### src/rtl/cmp_pkg.sv
// Shared definitions for the comparator statistics stage: comparator result
// codes, the snapshot handshake states and the default counter width.
package cmp_pkg;

  localparam int CNT_W_DEFAULT = 8;

  localparam logic [2:0] CMP_GT = 3'b100;
  localparam logic [2:0] CMP_EQ = 3'b010;
  localparam logic [2:0] CMP_LT = 3'b001;

  typedef enum logic {
    ST_RUN  = 1'b0,
    ST_HELD = 1'b1
  } snap_state_t;

  // A result is well formed only when exactly one of g/e/l is asserted.
  function automatic logic is_legal_code(input logic [2:0] code);
    return (code == CMP_GT) || (code == CMP_EQ) || (code == CMP_LT);
  endfunction

endpackage

### src/rtl/sat_counter.sv
// Up-counter that sticks at its all-ones value instead of wrapping, with a
// synchronous clear that takes priority over the increment.
module sat_counter #(
  parameter int CNT_W = 8
) (
  input  logic             clk,
  input  logic             rst,
  input  logic             inc,
  input  logic             clr,
  output logic [CNT_W-1:0] count
);

  always_ff @(posedge clk or posedge rst) begin
    if (rst) begin
      count <= '0;
    end else if (clr) begin
      count <= '0;
    end else if (inc && (count != '1)) begin
      count <= count + 1'b1;
    end
  end

endmodule

### src/rtl/cmp_stat_counter.sv
// Statistics stage behind the 4-bit magnitude comparator: per-category counts,
// longest equal run, malformed-code tracking and a req/ack frozen snapshot.
module cmp_stat_counter
  import cmp_pkg::*;
#(
  parameter int CNT_W = CNT_W_DEFAULT
) (
  input  logic             clk,
  input  logic             rst,
  input  logic             in_valid,
  input  logic             g,
  input  logic             e,
  input  logic             l,
  input  logic             clr,
  input  logic             snap_req,
  input  logic             snap_ack,
  output logic [CNT_W-1:0] gt_cnt,
  output logic [CNT_W-1:0] eq_cnt,
  output logic [CNT_W-1:0] lt_cnt,
  output logic [CNT_W-1:0] err_cnt,
  output logic [CNT_W-1:0] eq_run_max,
  output logic             err_sticky,
  output logic             snap_valid,
  output logic [CNT_W-1:0] snap_gt,
  output logic [CNT_W-1:0] snap_eq,
  output logic [CNT_W-1:0] snap_lt,
  output logic [CNT_W-1:0] snap_err,
  output logic [CNT_W-1:0] snap_run
);

  logic [2:0]       code;
  logic             hit_gt;
  logic             hit_eq;
  logic             hit_lt;
  logic             hit_err;
  logic [CNT_W-1:0] eq_run;
  logic [CNT_W-1:0] eq_run_inc;
  snap_state_t      state;
  snap_state_t      state_next;
  logic             capture;

  assign code       = {g, e, l};
  assign hit_gt     = in_valid && (code == CMP_GT);
  assign hit_eq     = in_valid && (code == CMP_EQ);
  assign hit_lt     = in_valid && (code == CMP_LT);
  assign hit_err    = in_valid && !is_legal_code(code);
  assign eq_run_inc = (eq_run == '1) ? eq_run : eq_run + 1'b1;

  sat_counter #(.CNT_W(CNT_W)) u_gt_cnt (
    .clk(clk), .rst(rst), .inc(hit_gt), .clr(clr), .count(gt_cnt)
  );

  sat_counter #(.CNT_W(CNT_W)) u_eq_cnt (
    .clk(clk), .rst(rst), .inc(hit_eq), .clr(clr), .count(eq_cnt)
  );

  sat_counter #(.CNT_W(CNT_W)) u_lt_cnt (
    .clk(clk), .rst(rst), .inc(hit_lt), .clr(clr), .count(lt_cnt)
  );

  sat_counter #(.CNT_W(CNT_W)) u_err_cnt (
    .clk(clk), .rst(rst), .inc(hit_err), .clr(clr), .count(err_cnt)
  );

  // Idle cycles (in_valid=0) neither extend nor break the current equal run.
  always_ff @(posedge clk or posedge rst) begin
    if (rst) begin
      eq_run     <= '0;
      eq_run_max <= '0;
      err_sticky <= 1'b0;
    end else if (clr) begin
      eq_run     <= '0;
      eq_run_max <= '0;
      err_sticky <= 1'b0;
    end else begin
      if (hit_eq) begin
        eq_run <= eq_run_inc;
        if (eq_run_inc > eq_run_max) begin
          eq_run_max <= eq_run_inc;
        end
      end else if (in_valid) begin
        eq_run <= '0;
      end
      if (hit_err) begin
        err_sticky <= 1'b1;
      end
    end
  end

  always_ff @(posedge clk or posedge rst) begin
    if (rst) begin
      state <= ST_RUN;
    end else begin
      state <= state_next;
    end
  end

  always_comb begin
    state_next = state;
    unique case (state)
      ST_RUN:  if (snap_req) state_next = ST_HELD;
      ST_HELD: if (snap_ack) state_next = ST_RUN;
      default: state_next = ST_RUN;
    endcase
  end

  always_comb begin
    capture    = (state == ST_RUN) && snap_req;
    snap_valid = (state == ST_HELD);
  end

  // Captures the registered live values, so the same-cycle sample and any
  // same-cycle clear are both excluded from the snapshot.
  always_ff @(posedge clk or posedge rst) begin
    if (rst) begin
      snap_gt  <= '0;
      snap_eq  <= '0;
      snap_lt  <= '0;
      snap_err <= '0;
      snap_run <= '0;
    end else if (capture) begin
      snap_gt  <= gt_cnt;
      snap_eq  <= eq_cnt;
      snap_lt  <= lt_cnt;
      snap_err <= err_cnt;
      snap_run <= eq_run_max;
    end
  end

endmodule

### config.mk
export PLATFORM = sky130hd
export DESIGN_NAME = cmp_stat_counter
export DESIGN_NICKNAME = d
export VERILOG_FILES = /design/src/rtl/cmp_pkg.sv /design/src/rtl/sat_counter.sv /design/src/rtl/cmp_stat_counter.sv
export SDC_FILE = /design/constraint.sdc
export NUM_CORES = 1
export LEC_CHECK = 0
export ABC_AREA = 1
export CAP_MARGIN = 0
export CORE_MARGIN = 8
export CORE_UTILIZATION = 52
export CTS_CLUSTER_SIZE = 20
export DETAILED_ROUTE_END_ITERATION = 8
export GPL_TIMING_DRIVEN = 0
export PLACE_DENSITY = 0.8
export SKIP_CTS_REPAIR_TIMING = 1
export SLEW_MARGIN = 5
export SYNTH_ARGS = -nofsm -noshare
export SYNTH_HDL_FRONTEND = slang
export SYNTH_HIERARCHICAL = 1
export SYNTH_SLANG_ARGS = --single-unit
### constraint.sdc
create_clock -name clk -period 2.42 [get_ports clk]
set_clock_uncertainty 0.15 [all_clocks]
set_input_delay 0.484 -clock clk [delete_from_list [all_inputs] [get_ports clk]]
set_output_delay 0.484 -clock clk [all_outputs]
set_load 0.02 [all_outputs]
==> results of run 1 <==
-- state kept, by name, summed over array words and instances, names as in the netlist --
register,count
eq_run,8
eq_run_max,8
err_sticky,1
snap_eq,8
snap_err,8
snap_gt,8
snap_lt,8
snap_run,8
snap_valid,1
u_eq_cnt/count,8
u_err_cnt/count,8
u_gt_cnt/count,8
u_lt_cnt/count,8
-- synth_stat cells, drive strengths merged (4+ instances only) --
cell type	instances
nand3	34
a21oi	17
ha	13
clkinv	4
xor2	13
buf	7
inv	70
nor2	43
nand2	195
xnor2	5
dfrtp	90
o21ai	18
mux2	33
nor3b	4
-- layout by cell type (no fill, tap or decap), types with 2 or more instances in the layout --
master,n
nand2_1,171
clkdlybuf4s50_1,90
dfrtp_1,89
inv_1,66
mux2_2,33
nand3_1,32
nor2_1,29
nand2_2,13
xor2_1,13
nand2_4,11
o21ai_0,10
ha_1,10
clkbuf_8,10
a21oi_1,9
nor2_4,7
a21oi_2,7
o21ai_1,7
buf_2,6
nor2_2,6
xnor2_1,5
buf_4,4
inv_2,4
clkinv_4,4
nor3b_1,4
ha_4,3
nand3_2,2
clkinv_2,2
clkbuf_1,2
-- stage by stage --
stage / worst slack, ps / TNS (ps) / cell area [um2] / hold WS, ps / cells
finish: 58.0 / 0 / 6150 / 350 / 771
global placement: -968 / -56050 / 5820 / 324 / 751
floorplan: 189 / 0 / 4780 / 150 / 550
CTS: -76.7 / -552 / 6020 / 354 / 767
global route: -81.9 / -417 / 6150 / 367 / 771
detailed placement: -42.9 / -231 / 5840 / 326 / 752
-- kinds of logic (layout without fill, tap and decap cells) --
group,after synthesis,after routing,synth area share [%]
buf+inv,81,191,7.15
mux,33,33,7.78
simple gates,278,278,26.5
compound gates,37,37,4.71
fa+ha+maj,13,13,3.41
xor+xnor,18,18,3.30
flops,90,90,47.1
-- final cells by class --
class	count	share of cell area, %
Buffer	7	0.712
Clock buffer	12	2.36
Clock inverter	3	0.651
Inverter	74	4.84
Multi-Input combinational cell	379	37.1
Sequential cell	90	36.6
Tap cell	111	2.26
Timing Repair Buffer	95	15.4
-- critical path, cell delays in order, from the launching register on --
cell     delay [ps]
dfrtp_1         430
ha_4            180
nand2_4          70
nor2_4          160
nand2_1          90
nand2_1         140
nand2_1         100
ha_1            290
nand2_1          90
nor2_4          130
nand2_2          90
a21oi_4         250
nand2_1          90
nand2_1          70
-- power groups by stage --
stage / clock, W / sequential [W] / combinational [W]
3_3_place_gp: 0 / 0.00158 / 0.000317
6_report: 0.000993 / 0.00156 / 0.000326
3_5_place_dp: 0 / 0.00159 / 0.000329
5_1_grt: 0.00108 / 0.00156 / 0.000357
2_1_floorplan: 0 / 0.00162 / 0.000156
4_1_cts: 0.00103 / 0.00156 / 0.000330
-- worst paths after layout --
kind | startpoint | end | slack [ps] | depth (start not counted)
setup / recovery | eq_run[1] | eq_run_max[5] | 60 | 13
hold reg to reg | snap_run[2] | snap_run[2] | 350 | 2
min in group asynchronous | rst | u_err_cnt/count[4] | 460 | 2
setup reg to reg | eq_run[1] | eq_run_max[5] | 60 | 13
hold / removal | snap_run[2] | snap_run[2] | 350 | 2
max in group asynchronous | rst | eq_run[0] | 960 | 3
-- layer usage --
metal  routed length (um)  track usage, %  vias up
met5                    0               0        -
met4                  267            7.75        0
met3                  799            5.25       29
met2                 5490            29.8      130
met1                 4750            21.5     1889
li1                     -               -     1935
==> metrics, run 1 <==
per-cell routed wire length=14.7 um; biggest area consumer among synthesized cells=dfrtp_1; Vias/cell=5.17; Fill cells=683; detailed-route via count=3,983; overall routing resource usage=18.1%; Mapped Avg Cell Area=8.69 um2; fraction of post-synthesis cell area in the top cell type by area=47.1%; sequential cell area fraction in the yosys report=47.1%; Min Clock Period, post-route=2360 ps; final number of setup-violating endpoints=0; Final Wtd Congestion=0.867; Std-Cell Core Area=9060 um2; Data required, critical path=2560 ps; CTS tree=yes; hpwl dp=8340 um; Pins Over Slew Limit=0; number of levels the H-tree was split into=3; Clk network pwr share=34.5%; status=finished clean; number of design rule violations left after detail routing=0; row count=35; vias in the first global route=3,965; initial standard-cell utilization of the core=52.7%; share of the core filled with cells in the final layout=67.9%; register share of total power=54.1%; Leakage Power=3.09 nW; Primary FF master, synth=dfrtp_1; Synthesized Nets=572; Clk pin slew, worst setup/hold paths=80 ps; register bit count reported by yosys=90; Power Dens Cells=468 nW/um2; number of synthesized flops with an enable pin=0; largest driver fanout on the critical path=8; path class of the lowest-slack min-delay path=flop to flop; relative slew slack=54.2%; WL final=11,300 um; cell area after synthesis=4780 um2; clock sink count=90; highest ir drop seen on vdd=0.425 mV; number of diodes added for antenna fixing=0; total clock buffers created by CTS=9; total of warnings raised by yosys=6; Gate Count Post-Synth=550; pin count of the biggest net entering global routing=36; fin nets=678; wire length of the first global-routing pass=18,700 um; Worst Setup End Kind=flop; ratio of final minimum period to clock period=97.6%; FFs w/ async S/R, synth=100%; highest clock rate=423 MHz; combinational cell fraction of total power=11.3%; synth top area cells=dfrtp_1, nand2_1, mux2_2; die extent in y=112 um; total gr overflow=0; arrival time of data at the critical path endpoint=2500 ps; layout overhead on the synthesized area=28.8%; critical path launch point type=flop; count of antenna-violating nets left after detailed routing=0; number of violations reported at the end of detailed-routing iteration 0=177; Initial DRT Pass Iterations=5; final count of hold timing violations=0; internal power=0.00216 W; worst-case clock buffer depth=2; max-cap violation count=0; fraction of final layout cells with drive strength greater than 1=18.0%; Die Outline Area=12,500 um2; distinct cell type count after synthesis=30; switch share=24.9%; cell chosen for the clock root=clkbuf_8; type of the worst setup path=flop to flop; Port Buf Inserts=90; slew at the pin with the worst max-slew slack=685 ps; chip width=112 um; reported net switching power=0.000717 W; clock network latency to the later pin of the worst-skew pair=350 ps; I/O pin count=91; number of antenna violations at the first check in global routing=0; multi-input combinational cell area=2280 um2; overall power after layout=0.00288 W; setup repair after global routing missed its margin=true; footprint of the flip-flops and latches=2250 um2
Note: power is estimated with default switching activity, not from simulation.
==> inputs of run 2 (changes only) <==
Settings changed: CAP_MARGIN 0 to 20.
==> run 2 against run 1 <==
Compared with the run above:
- first-iteration DRC count did not move
- non-clock buffer count stayed put
- sequential power hardly changed
- critical path depth unchanged
- cell count is the same
- count of clock-buffer cells in the layout unchanged
- die area unchanged
- maximum frequency unchanged
- setup slack stayed put
- flip-flop and latch count unchanged
- register-to-register slack about the same
- clock power about the same
- largest cell class unchanged
- largest power group unchanged
- highest routed layer unchanged
==> metrics, run 2 (synthesized netlist as in run 1, its figures left out) <==
cell chosen for the clock root=clkbuf_8; row count=35 (unchanged); total gr overflow=0 (unchanged); ratio of final minimum period to clock period=97.6% (unchanged); arrival time of data at the critical path endpoint=2500 ps (about the same); Slowest cell on crit path=dfrtp_1; clock sink count=90 (unchanged); CP cell instances=ha_4, nand2_4, nor2_4, nand2_1, nand2_1, nand2_1, ha_1, nand2_1, nor2_4, nand2_2, a21oi_4, nand2_1, nand2_1; Vias/cell=5.17 (unchanged); worst r2r path cells=13 (unchanged); final number of setup-violating endpoints=0 (unchanged); Crit path buffers/inverters=0 (unchanged); setup repair after global routing missed its margin=true; Fill cells=683 (unchanged); overall routing resource usage=18.1% (unchanged); chip width=112 um (unchanged); detailed-route via count=3,983 (unchanged); footprint of the flip-flops and latches=2250 um2 (unchanged); dominant cell type by count on the critical path=nand2_1; count of antenna-violating nets left after detailed routing=0 (unchanged); placed insts=752 (unchanged); critical path's top delay family=simple AND/OR/NAND/NOR gates; WL final=11,300 um (unchanged); Final WS setup=58.0 ps (unchanged); path class of the lowest-slack min-delay path=flop to flop; CTS tree=yes; fraction of final layout cells with drive strength greater than 1=18.0% (unchanged); Port Buf Inserts=90 (unchanged); Reg-to-Reg Start=eq_run[1]; Min Clock Period, post-route=2360 ps (unchanged); Largest stage delay, worst path=430 ps (about the same); number of levels the H-tree was split into=3 (unchanged); Data required, critical path=2560 ps (about the same); Worst Setup End Kind=flop; vias in the first global route=3,965 (unchanged); die extent in y=112 um (unchanged); wire length of the first global-routing pass=18,700 um (unchanged); per-cell routed wire length=14.7 um (unchanged); Final Wtd Congestion=0.867 (unchanged); end of the worst register-to-register path=eq_run_max[5]; Leakage Power=3.09 nW (unchanged); Finished Layout Cells=771 (unchanged); Pins Over Slew Limit=0 (unchanged); most frequent standard cell in the layout excluding fill and tap cells=nand2_1; count of cell instances traversed by the critical path=13 (unchanged); final count of hold timing violations=0 (unchanged); Die Outline Area=12,500 um2 (unchanged); critical path capture point=eq_run_max[5]; slew at the pin with the worst max-slew slack=685 ps (unchanged); max-cap violation count=0 (unchanged); Std-Cell Core Area=9060 um2 (unchanged); source of the critical timing path=eq_run[1]; initial standard-cell utilization of the core=52.7% (unchanged); highest ir drop seen on vdd=0.425 mV (unchanged); I/O pin count=91 (unchanged); pin count of the biggest net entering global routing=36 (unchanged); commonest cells after routing, fill and taps aside=nand2_1, clkdlybuf4s50_1, dfrtp_1, inv_1, mux2_2; status=finished clean; largest driver fanout on the critical path=8 (unchanged); type of the worst setup path=flop to flop; hold slack final=350 ps (unchanged); Register-to-Register Setup Slack=60 ps (about the same); worst-case clock buffer depth=2 (unchanged); Clk pin slew, worst setup/hold paths=80 ps (about the same); number of diodes added for antenna fixing=0 (unchanged); pre-CTS setup slack=-42.9 ps (unchanged); layout overhead on the synthesized area=28.8% (unchanged); Power Dens Cells=468 nW/um2 (unchanged); Initial DRT Pass Iterations=5 (unchanged); relative slew slack=54.2% (unchanged); multi-input combinational cell area=2280 um2 (unchanged); number of violations reported at the end of detailed-routing iteration 0=177 (unchanged); fin nets=678 (unchanged); clock network latency to the later pin of the worst-skew pair=350 ps (about the same); total clock buffers created by CTS=9 (unchanged); hpwl dp=8340 um (unchanged); critical path launch point type=flop; highest clock rate=423 MHz (unchanged); number of antenna violations at the first check in global routing=0 (unchanged); number of design rule violations left after detail routing=0 (unchanged)
run 2: layer usage:
metal,vias up,part of all wire [%],wire [um],track usage [%]
li1,1935,-,-,-
met1,1889,42,4750,21.5
met2,130,49,5490,29.8
met3,29,7.1,799,5.25
met4,0,2.4,267,7.75
met5,-,0,0,0
run 2: worst min-delay path by stage:
stage,from,to,slack (ps),cells past startpoint
3_3_place_gp,snap_run[6],snap_run[6],320,2
2_1_floorplan,rst,u_eq_cnt/count[0],150,1
6_report,snap_run[2],snap_run[2],350,2
4_1_cts,snap_run[7],snap_run[7],350,2
3_5_place_dp,snap_run[1],snap_run[1],330,2
5_1_grt,snap_gt[3],snap_gt[3],370,1
run 2: through the flow:
step	total power, W	TNS, ps	area [um2]	utilization [%]
floorplan	0.00178	0	4780	-
global route	0.00300	-417	6150	67.9
detailed placement	0.00192	-231	5840	64.4
finish	0.00288	0	6150	67.9
global placement	0.00190	-56050	5820	64.2
CTS	0.00291	-552	6020	66.4
run 2: final cells by class:
class,instances,share of cell area [%]
plain buffers,7,0.712
repair buffers,95,15.4
multi-input cells,379,37.1
flip-flops and latches,90,36.6
clock inverters,3,0.651
inverters,74,4.84
well taps,111,2.26
clock buffers,12,2.36
run 2: worst min-delay path: cells and delay by family (launching register included):
family / cells / cell delay [ps]
AND/OR/NAND/NOR: 1 / 50
AO/OA/AOI/OAI: 1 / 70
flip-flops: 1 / 350
run 2: power by group:
| group | leakage [nW] | total [W] | switching, W | internal (W) |
|---|---|---|---|---|
| registers | 1.25 | 0.00156 | 0.0000246 | 0.00153 |
| logic | 1.75 | 0.000326 | 0.000198 | 0.000128 |
| clock network | 0.0962 | 0.000993 | 0.000495 | 0.000498 |
| total | 3.09 | 0.00288 | 0.000717 | 0.00216 |
